### src/rtl/uart_gpio_bridge_pkg.sv
// ---------------------------------------------------------------------------
// uart_gpio_bridge_pkg
// Shared definitions for the UART-to-GPIO command bridge:
//   - FSM state encoding (IDLE=0 .. RESP=5, also exported on state_dbg)
//   - command byte values ('0' read, '1' write, '2' direction)
//   - reply byte values ('0'/'1' read result, 'K' ok, 'E' range error)
//   - is_cmd(): recognises the three command opcodes
// ---------------------------------------------------------------------------
package uart_gpio_bridge_pkg;

  typedef enum logic [2:0] {
    ST_IDLE     = 3'd0,
    ST_GET_BANK = 3'd1,
    ST_GET_PIN  = 3'd2,
    ST_GET_VAL  = 3'd3,
    ST_EXEC     = 3'd4,
    ST_RESP     = 3'd5
  } state_e;

  localparam logic [7:0] CMD_READ  = 8'h30;
  localparam logic [7:0] CMD_WRITE = 8'h31;
  localparam logic [7:0] CMD_DIR   = 8'h32;

  localparam logic [7:0] RPL_ZERO  = 8'h30;
  localparam logic [7:0] RPL_ONE   = 8'h31;
  localparam logic [7:0] RPL_OK    = 8'h4B;
  localparam logic [7:0] RPL_ERR   = 8'h45;

  function automatic logic is_cmd(input logic [7:0] b);
    return (b == CMD_READ) || (b == CMD_WRITE) || (b == CMD_DIR);
  endfunction

endpackage

### src/rtl/uart_gpio_bridge_gpio_sync.sv
// ---------------------------------------------------------------------------
// gpio_sync
// Two-flop synchroniser for asynchronous pad inputs, one chain per bit.
// Ports:
//   clk   in  1      system clock
//   nRst  in  1      asynchronous active-low reset (both stages clear to 0)
//   d     in  WIDTH  asynchronous inputs
//   q     out WIDTH  synchronised outputs (two clk cycles of latency)
// ---------------------------------------------------------------------------
module gpio_sync #(
  parameter int WIDTH = 8
) (
  input  logic             clk,
  input  logic             nRst,
  input  logic [WIDTH-1:0] d,
  output logic [WIDTH-1:0] q
);

  logic [WIDTH-1:0] meta_p0;

  always_ff @(posedge clk or negedge nRst) begin
    if (!nRst) begin
      meta_p0 <= '0;
      q       <= '0;
    end else begin
      meta_p0 <= d;
      q       <= meta_p0;
    end
  end

endmodule

### src/rtl/uart_gpio_bridge.sv
// ---------------------------------------------------------------------------
// uart_gpio_bridge
// Byte-level command parser between a UART byte interface and GPIO banks.
// Commands: '0' bank pin      -> reply '0'/'1' (synchronised pin input)
//           '1' bank pin val  -> gpio_out bit = val[0], reply 'K'
//           '2' bank pin val  -> gpio_oe  bit = val[0], reply 'K'
//           out-of-range bank/pin -> reply 'E', no GPIO change
// Optional feature: define UART_GPIO_TIMEOUT_EN to abort partial commands
// after TIMEOUT_CYCLES idle cycles between bytes (silently, no reply).
// Ports:
//   clk        in  1      system clock
//   nRst       in  1      asynchronous active-low reset
//   rx_valid   in  1      strobe: rx_data holds a received byte
//   rx_data    in  8      received byte
//   tx_ready   in  1      transmitter can accept a byte
//   tx_valid   out 1      reply valid, held until accepted
//   tx_data    out 8      reply byte
//   gpio_in    in  N*W    asynchronous pin inputs
//   gpio_out   out N*W    pin output values (bank b pin p at b*W+p)
//   gpio_oe    out N*W    pin output enables, 1 = drive
//   state_dbg  out 3      current FSM state
// ---------------------------------------------------------------------------
module uart_gpio_bridge
  import uart_gpio_bridge_pkg::*;
#(
  parameter int NUM_BANKS      = 4,
  parameter int BANK_WIDTH     = 8,
  parameter int TIMEOUT_CYCLES = 1000000
) (
  input  logic                            clk,
  input  logic                            nRst,
  input  logic                            rx_valid,
  input  logic [7:0]                      rx_data,
  input  logic                            tx_ready,
  output logic                            tx_valid,
  output logic [7:0]                      tx_data,
  input  logic [NUM_BANKS*BANK_WIDTH-1:0] gpio_in,
  output logic [NUM_BANKS*BANK_WIDTH-1:0] gpio_out,
  output logic [NUM_BANKS*BANK_WIDTH-1:0] gpio_oe,
  output logic [2:0]                      state_dbg
);

  localparam int TOT = NUM_BANKS * BANK_WIDTH;

  state_e           state;
  logic [7:0]       cmd_q;
  logic [7:0]       bank_q;
  logic [7:0]       pin_q;
  logic             val_q;
  logic [TOT-1:0]   gpio_sync_q;
  logic             in_range;
  logic [TOT-1:0]   sel;
  logic             rd_bit;
  logic             tmo_hit;
  int               idx;

  gpio_sync #(.WIDTH(TOT)) u_sync (
    .clk  (clk),
    .nRst (nRst),
    .d    (gpio_in),
    .q    (gpio_sync_q)
  );

  // One-hot select of the addressed pin; all-zero when out of range, so
  // the index is effectively only formed for legal bank/pin pairs.
  always_comb begin
    in_range = (int'(bank_q) < NUM_BANKS) && (int'(pin_q) < BANK_WIDTH);
    idx      = int'(bank_q) * BANK_WIDTH + int'(pin_q);
    sel      = '0;
    for (int i = 0; i < TOT; i++) begin
      sel[i] = in_range && (idx == i);
    end
    rd_bit   = |(gpio_sync_q & sel);
  end

`ifdef UART_GPIO_TIMEOUT_EN
  localparam int TW = (TIMEOUT_CYCLES > 1) ? $clog2(TIMEOUT_CYCLES + 1) : 1;

  logic [TW-1:0] tmo_cnt;
  logic          in_get;

  assign in_get  = (state == ST_GET_BANK) || (state == ST_GET_PIN) ||
                   (state == ST_GET_VAL);
  assign tmo_hit = in_get && (tmo_cnt == TW'(TIMEOUT_CYCLES - 1));

  always_ff @(posedge clk or negedge nRst) begin
    if (!nRst) begin
      tmo_cnt <= '0;
    end else if (rx_valid || !in_get) begin
      tmo_cnt <= '0;
    end else if (!tmo_hit) begin
      tmo_cnt <= tmo_cnt + TW'(1);
    end
  end
`else
  assign tmo_hit = 1'b0;
`endif

  always_ff @(posedge clk or negedge nRst) begin
    if (!nRst) begin
      state    <= ST_IDLE;
      cmd_q    <= '0;
      bank_q   <= '0;
      pin_q    <= '0;
      val_q    <= 1'b0;
      gpio_out <= '0;
      gpio_oe  <= '0;
      tx_valid <= 1'b0;
      tx_data  <= '0;
    end else begin
      case (state)
        ST_IDLE: begin
          if (rx_valid && is_cmd(rx_data)) begin
            cmd_q <= rx_data;
            state <= ST_GET_BANK;
          end
        end
        ST_GET_BANK: begin
          if (rx_valid) begin
            bank_q <= rx_data;
            state  <= ST_GET_PIN;
          end else if (tmo_hit) begin
            state  <= ST_IDLE;
          end
        end
        ST_GET_PIN: begin
          if (rx_valid) begin
            pin_q <= rx_data;
            state <= (cmd_q == CMD_READ) ? ST_EXEC : ST_GET_VAL;
          end else if (tmo_hit) begin
            state <= ST_IDLE;
          end
        end
        ST_GET_VAL: begin
          if (rx_valid) begin
            val_q <= rx_data[0];
            state <= ST_EXEC;
          end else if (tmo_hit) begin
            state <= ST_IDLE;
          end
        end
        // Single execute cycle: GPIO update and reply load happen together,
        // so both become visible on the same edge.
        ST_EXEC: begin
          state    <= ST_RESP;
          tx_valid <= 1'b1;
          if (!in_range) begin
            tx_data <= RPL_ERR;
          end else if (cmd_q == CMD_READ) begin
            tx_data <= rd_bit ? RPL_ONE : RPL_ZERO;
          end else if (cmd_q == CMD_WRITE) begin
            gpio_out <= (gpio_out & ~sel) | (sel & {TOT{val_q}});
            tx_data  <= RPL_OK;
          end else begin
            gpio_oe  <= (gpio_oe & ~sel) | (sel & {TOT{val_q}});
            tx_data  <= RPL_OK;
          end
        end
        // Reply held until the transmitter takes it; incoming bytes dropped.
        ST_RESP: begin
          if (tx_valid && tx_ready) begin
            tx_valid <= 1'b0;
            state    <= ST_IDLE;
          end
        end
        default: state <= ST_IDLE;
      endcase
    end
  end

  assign state_dbg = state;

endmodule

### config.mk
export PLATFORM = sky130hd
export DESIGN_NAME = uart_gpio_bridge
export DESIGN_NICKNAME = d
export VERILOG_FILES = /design/src/rtl/uart_gpio_bridge_pkg.sv /design/src/rtl/uart_gpio_bridge_gpio_sync.sv /design/src/rtl/uart_gpio_bridge.sv
export SDC_FILE = /design/constraint.sdc
export NUM_CORES = 1
export LEC_CHECK = 0
export BUFFER_PORTS_ARGS = -buffer_cell sky130_fd_sc_hd__buf_2
export CELL_PAD_IN_SITES_DETAIL_PLACEMENT = 0
export CELL_PAD_IN_SITES_GLOBAL_PLACEMENT = 1
export CORE_UTILIZATION = 40
export DETAILED_ROUTE_END_ITERATION = 8
export GPL_ROUTABILITY_DRIVEN = 1
export PLACE_DENSITY = 0.82
export SYNTH_ARGS = -nofsm -noshare
export SYNTH_HDL_FRONTEND = slang
export SYNTH_SLANG_ARGS = --single-unit
export TNS_END_PERCENT = 50
### constraint.sdc
create_clock -name clk -period 2.8 [get_ports clk]
set_input_delay 0.42 -clock clk [delete_from_list [all_inputs] [get_ports clk]]
set_output_delay 0.42 -clock clk [all_outputs]
set_load 0.1 [all_outputs]
[Yosys cells after proc, flatten, opt, wreduce, memory -nomap -nowiden]
Cells that the tools add are included.
Storage, ports and cells
  word-level logic and storage cells: 130
  input bits: 44
  register bits: 165
Operators by class
  magnitude comparators: 2
  bitwise logic cells: 9
  reduce and logical (&&, ||, !) cells: 49
  $add $sub $neg: 1
  equality and inequality tests: 46
  muxes and demuxes: 12
Operators with widths (number)
  $eq A12 B5 Y1 const B: 16
  $and A32 B32 Y32: 4
  $eq A12 B4 Y1 const B: 8
  $or A32 B32 Y32: 2
  $eq A12 B3 Y1 const B: 4
  $eq A8 B6 Y1 const B: 5
  $logic_and A1 B1 Y1: 35
  $logic_not A32 Y1: 1
  $not A32 Y32: 1
  $reduce_or A32 Y1: 1
  $eq A12 B2 Y1 const B: 2
  $mux W3: 6
  $pmux W3 S6: 1
  $mux W7: 2
  $add A11 B8 Y12: 1
  $eq A12 B1 Y1 const B: 1
  $ne A2 B2 Y1 const B: 5
  $reduce_and A2 Y1: 5
  $lt A8 B3 Y1 const B: 1
  $lt A8 B4 Y1 const B: 1
  $reduce_and A4 Y1: 2
  $eq A3 B2 Y1 const B: 2
  $eq A3 B3 Y1 const B: 2
  $reduce_and A5 Y1: 1
  7 further kinds: 10

[Depth between registers and ports, before layout]
  depth after elaboration: 8
  gate-level depth with buffers: 10
  gate-level depth less buffers: 9

[By module]
From an unflattened synthesis, not the netlist that was laid out.
Second synthesis, totals
  cells, all modules: 498
  area, all modules: 6492.5 um^2
By module, submodules not included
  uart_gpio_bridge: cells each 434, instances 1, area each 4890.9 um^2
  gpio_sync: cells each 64, instances 1, area each 1601.5 um^2

[Worst setup path before layout]
No wires, ideal clock.
  kind: register to register
  start: register state[2], in the netlist state_dbg[2]
  end: register (tool-made name)
  cell stages (with the launch flop): 9
  path buffers: 2
  path slack: -0.012 ns
  required time: 2.672 ns
  arrival time: 2.684 ns
  setup time: 0.128 ns
  path through: dfrtp_1 -> buf_2 -> nand2b_1 -> nand2b_1 -> or3_1 -> clkbuf_1 -> nor3_2 -> nand3_1 -> mux2_1
RTL lines
  start, declared: RTL line uart_gpio_bridge.sv:45  | state_e state;
  start signal, assigned: RTL line uart_gpio_bridge.sv:129  | state <= (cmd_q == CMD_READ) ? ST_EXEC : ST_GET_VAL;

[Final worst setup path]
  start: register pin_q[3]
  end: register tx_data[0]
On the way
  cells in the longest elaborated chain, start to end: 8
RTL lines
  start, declared: RTL line uart_gpio_bridge.sv:48  | logic [7:0] pin_q;
  start signal, assigned: RTL line uart_gpio_bridge.sv:128  | pin_q <= rx_data;
  $add A11 B8 Y12 / $lt A8 B4 Y1 (equally long branches): RTL line uart_gpio_bridge.sv:68, uart_gpio_bridge.sv:67
  $logic_not A32 Y1, or another cell as far along: RTL line uart_gpio_bridge.sv:71  | sel[i] = in_range && (idx == i);
  $logic_and A1 B1 Y1: RTL line uart_gpio_bridge.sv:71
  $and A32 B32 Y32: RTL line uart_gpio_bridge.sv:73  | rd_bit = |(gpio_sync_q & sel);
  $reduce_or A32 Y1: RTL line uart_gpio_bridge.sv:73
  $mux W1: RTL line uart_gpio_bridge.sv:150  | tx_data <= rd_bit ? RPL_ONE : RPL_ZERO;
  $mux W7: RTL line uart_gpio_bridge.sv:149  | end else if (cmd_q == CMD_READ) begin
  $mux W7 (*): RTL line uart_gpio_bridge.sv:147  | if (!in_range) begin
  end signal, assigned: RTL line uart_gpio_bridge.sv:150
  end, declared: RTL line uart_gpio_bridge.sv:36  | output logic [7:0] tx_data,
Every way passes the cells marked *; elsewhere a longest branch is shown, timed or not.
A chain may end at the register's enable or synchronous reset.

==> flow_summary.ini <==
[setup_path]
cp-startpoint = pin_q[3]
worst-path-buf-inv = 1
cp.required_ns = 3.09
worstReg2RegStart = pin_q[3]
arrival_ns = 2.88
endpoint_kind = flip-flop
reg2reg_to = tx_data[0]
r2r_slack_ns = 0.22
critical_path_peak_fanout = 6
cp_top_family = adder cells
cpPeakStageDelay_ns = 0.63
reg2reg_depth = 9
start_kind = flip-flop
path_cells = ha_1 > inv_1 > fa_2 > mux2_2 > nand2_1 > a31oi_1 > a311o_1 > o311ai_1 > o211ai_1
critPathKind = reg -> reg
critPathSlowestCell = fa_2

[min_path]
whs_path_depth = 1
min_to = u_sync.meta_p0[27]
min_from = gpio_in[27]
worstHoldPathType = in -> reg

[floorplan]
ios = 120
initial_utilization_pct = 41.1
rows = 46
dieArea_mm2 = 0.0169
coreArea_mm2 = 0.0159
die_y_um = 130
die_w_um = 130

[sta]
setup_viol = 0
period_share_pct = 92.3
fin_crit_ns = 2.58
tns_ns = 0
rsz0062_at_grt = false
setup_slack_ns = 0.215
max_slew_margin_pct = 39.4
whs_ns = 0.0859
clock.fmax_mhz = 387
finalMaxSlewViolations = 0
skew_ns = 0.0203
hold_viol_final = 0
tightest_slew_ns = 0.909

[route]
wl_per_cell_um = 17.3
route.detailed.drc = 0
num_vias = 4498
drt_wl_total_um = 15100
ant_nets = 0
drt-vias-per-instance = 5.16
initialDrtViolationCount = 268
dr.pass1.iters = 4

[synthesis]
synth_nets = 562
synth_ff_type = dfrtp_1
ys_seq_area_share_pct = 61.8
synth-edff-count = 0
synth_async_sr_flop_share_pct = 100
syn_area_per_cell_um2 = 12.8
synth_seq_cells = 162
yosys_warnings = 0
syn_inst = 512
ys_types = 54
netlist_area_mm2 = 0.00656

[pwr]
power_w = 0.00743
swShare_pct = 38.6
combinationalPowerShare_pct = 30.1
p_per_area_mw_per_mm2 = 916
clockPowerShare_pct = 31.1
ir_drop_uv = 526
internal-power_w = 0.00456
power_frac_seq_pct = 38.7
switchingPower_w = 0.00286
p_leak_nw = 3.95

[global_routing]
grt_pass1_wl_um = 24500
grt_max_degree = 72
grt_use_total_pct = 19.4
gr-total-overflow = 0
grt_pass1_vias = 4660
antenna_found_initial = 0

[placement]
dp_slack_ns = 0.150
globalplace.congestion = 0.831
dp_hpwl_um = 10900
place_inst = 838
port_buffers = 118

[cts]
cts_made_buffers = 17
ctsHtreeMaxLevel = 4
cts_tree = yes
post_cts_buffers = 0
clockRootBuffer = clkbuf_16
cts_sinks = 162
path_clk_slew_ns = 0.08
clockBufferDepth = 2
clock_latency_ns = 0.44

[layout]
n_fill_cell = 1422
regArea_mm2 = 0.00406
multiInputGateArea_mm2 = 0.00235
n_antenna_cell = 0
final_nets = 692
area_delta_synth_final_pct = 23.7
post_route_cells_drive_above_1_share_pct = 39.4
stdcell_count = 871

[job]
maxCapViolations = 0

[outcome]
status = finished clean
how the worst max path moves through the flow:
stage | to | cells past startpoint
final | tx_data[0] | 9
after global routing | flip-flop | 10
after CTS | tx_data[0] | 9
after detailed placement | tx_data[0] | 9
after global placement | tx_data[0] | 9
after floorplan | flip-flop | 8
cell families after synthesis:
group	after synthesis	share of synthesized area, %
and+or+nand+nor	177	14.9
adders and majority gates	6	1.26
buffers and inverters	38	2.39
muxes	89	15.2
DFF	162	61.8
other	1	0.0572
xor gates and xnor gates	1	0.134
AOI/OAI and AO/OA	38	4.24
Yosys cell counts (3+ instances only):
| cell type | n | area [µm²] |
|---|---|---|
| dfrtp_1 | 162 | 4050 |
| mux2_2 | 71 | 800 |
| nand3_1 | 69 | 345 |
| nor2_1 | 25 | 93.8 |
| clkbuf_1 | 22 | 82.6 |
| nand2_1 | 15 | 56.3 |
| mux2_1 | 14 | 158 |
| nand2b_1 | 11 | 68.8 |
| inv_1 | 8 | 30.0 |
| nor2b_1 | 8 | 50.1 |
| nor3_1 | 8 | 40.0 |
| nand4_1 | 7 | 43.8 |
| o21ai_0 | 7 | 35.0 |
| a21oi_1 | 6 | 30.0 |
| and2_1 | 5 | 31.3 |
| ha_1 | 5 | 62.6 |
| nor3_2 | 5 | 50.1 |
| or3_1 | 5 | 31.3 |
| mux2i_1 | 4 | 40.0 |
| nor4_1 | 4 | 25.0 |
| a2bb2oi_1 | 3 | 26.3 |
| and3_1 | 3 | 18.8 |
| buf_1 | 3 | 11.3 |
| buf_4 | 3 | 22.5 |
placed cells by master, fill, tap and decap left out, types with 3 or more instances in the layout:
master	count
dfrtp_1	161
buf_2	117
mux2_2	71
nand3_1	69
nor2_1	25
buf_4	20
clkbuf_16	17
nand2_1	15
mux2_1	14
nand2b_1	11
inv_1	8
nor3_1	8
nor2b_1	8
o21ai_0	7
nand4_1	7
a21oi_1	6
clkinv_8	6
or3_1	5
and2_1	5
nor3_2	5
ha_1	5
nor4_1	4
mux2i_1	4
inv_8	4
and3_1	3
a2bb2oi_1	3
inv_6	3
power by group through the flow:
stage	clock network (W)	registers (W)	logic, W
global route	0.00248	0.00293	0.00245
detailed placement	0	0.00292	0.00222
CTS	0.00236	0.00288	0.00224
global placement	0	0.00291	0.00219
finish	0.00231	0.00288	0.00224
floorplan	0	0.00302	0.00139
metrics by stage:
step / utilization (%) / area, µm²
floorplan: - / 6560
global placement: 47.0 / 7490
detailed placement: 47.0 / 7490
CTS: 50.9 / 8110
global route: 50.9 / 8110
finish: 50.9 / 8110
layout make-up:
cell class / instances / area share (%)
clock inverter: 15 / 2.30
sequential: 162 / 50.0
timing repair buffer: 141 / 9.82
multi-input combinational: 312 / 29.0
clock buffer: 17 / 5.24
tap: 216 / 3.33
inverter: 8 / 0.370
layer usage:
metal  GRT usage, %  part of all wire [%]
met5              0                     0
met4           6.98                   1.3
met3           4.80                   4.8
met2           29.8                    48
met1           26.8                    46
what timing repair did:
item / 4_1_cts / 5_1_grt
hold buffers: 1 / 0
resized for setup: 0 / 1
endpoints found under the hold margin: 10 / 0
setup endpoints to repair: 0 / 1
Note: power is estimated with default switching activity, not from simulation.
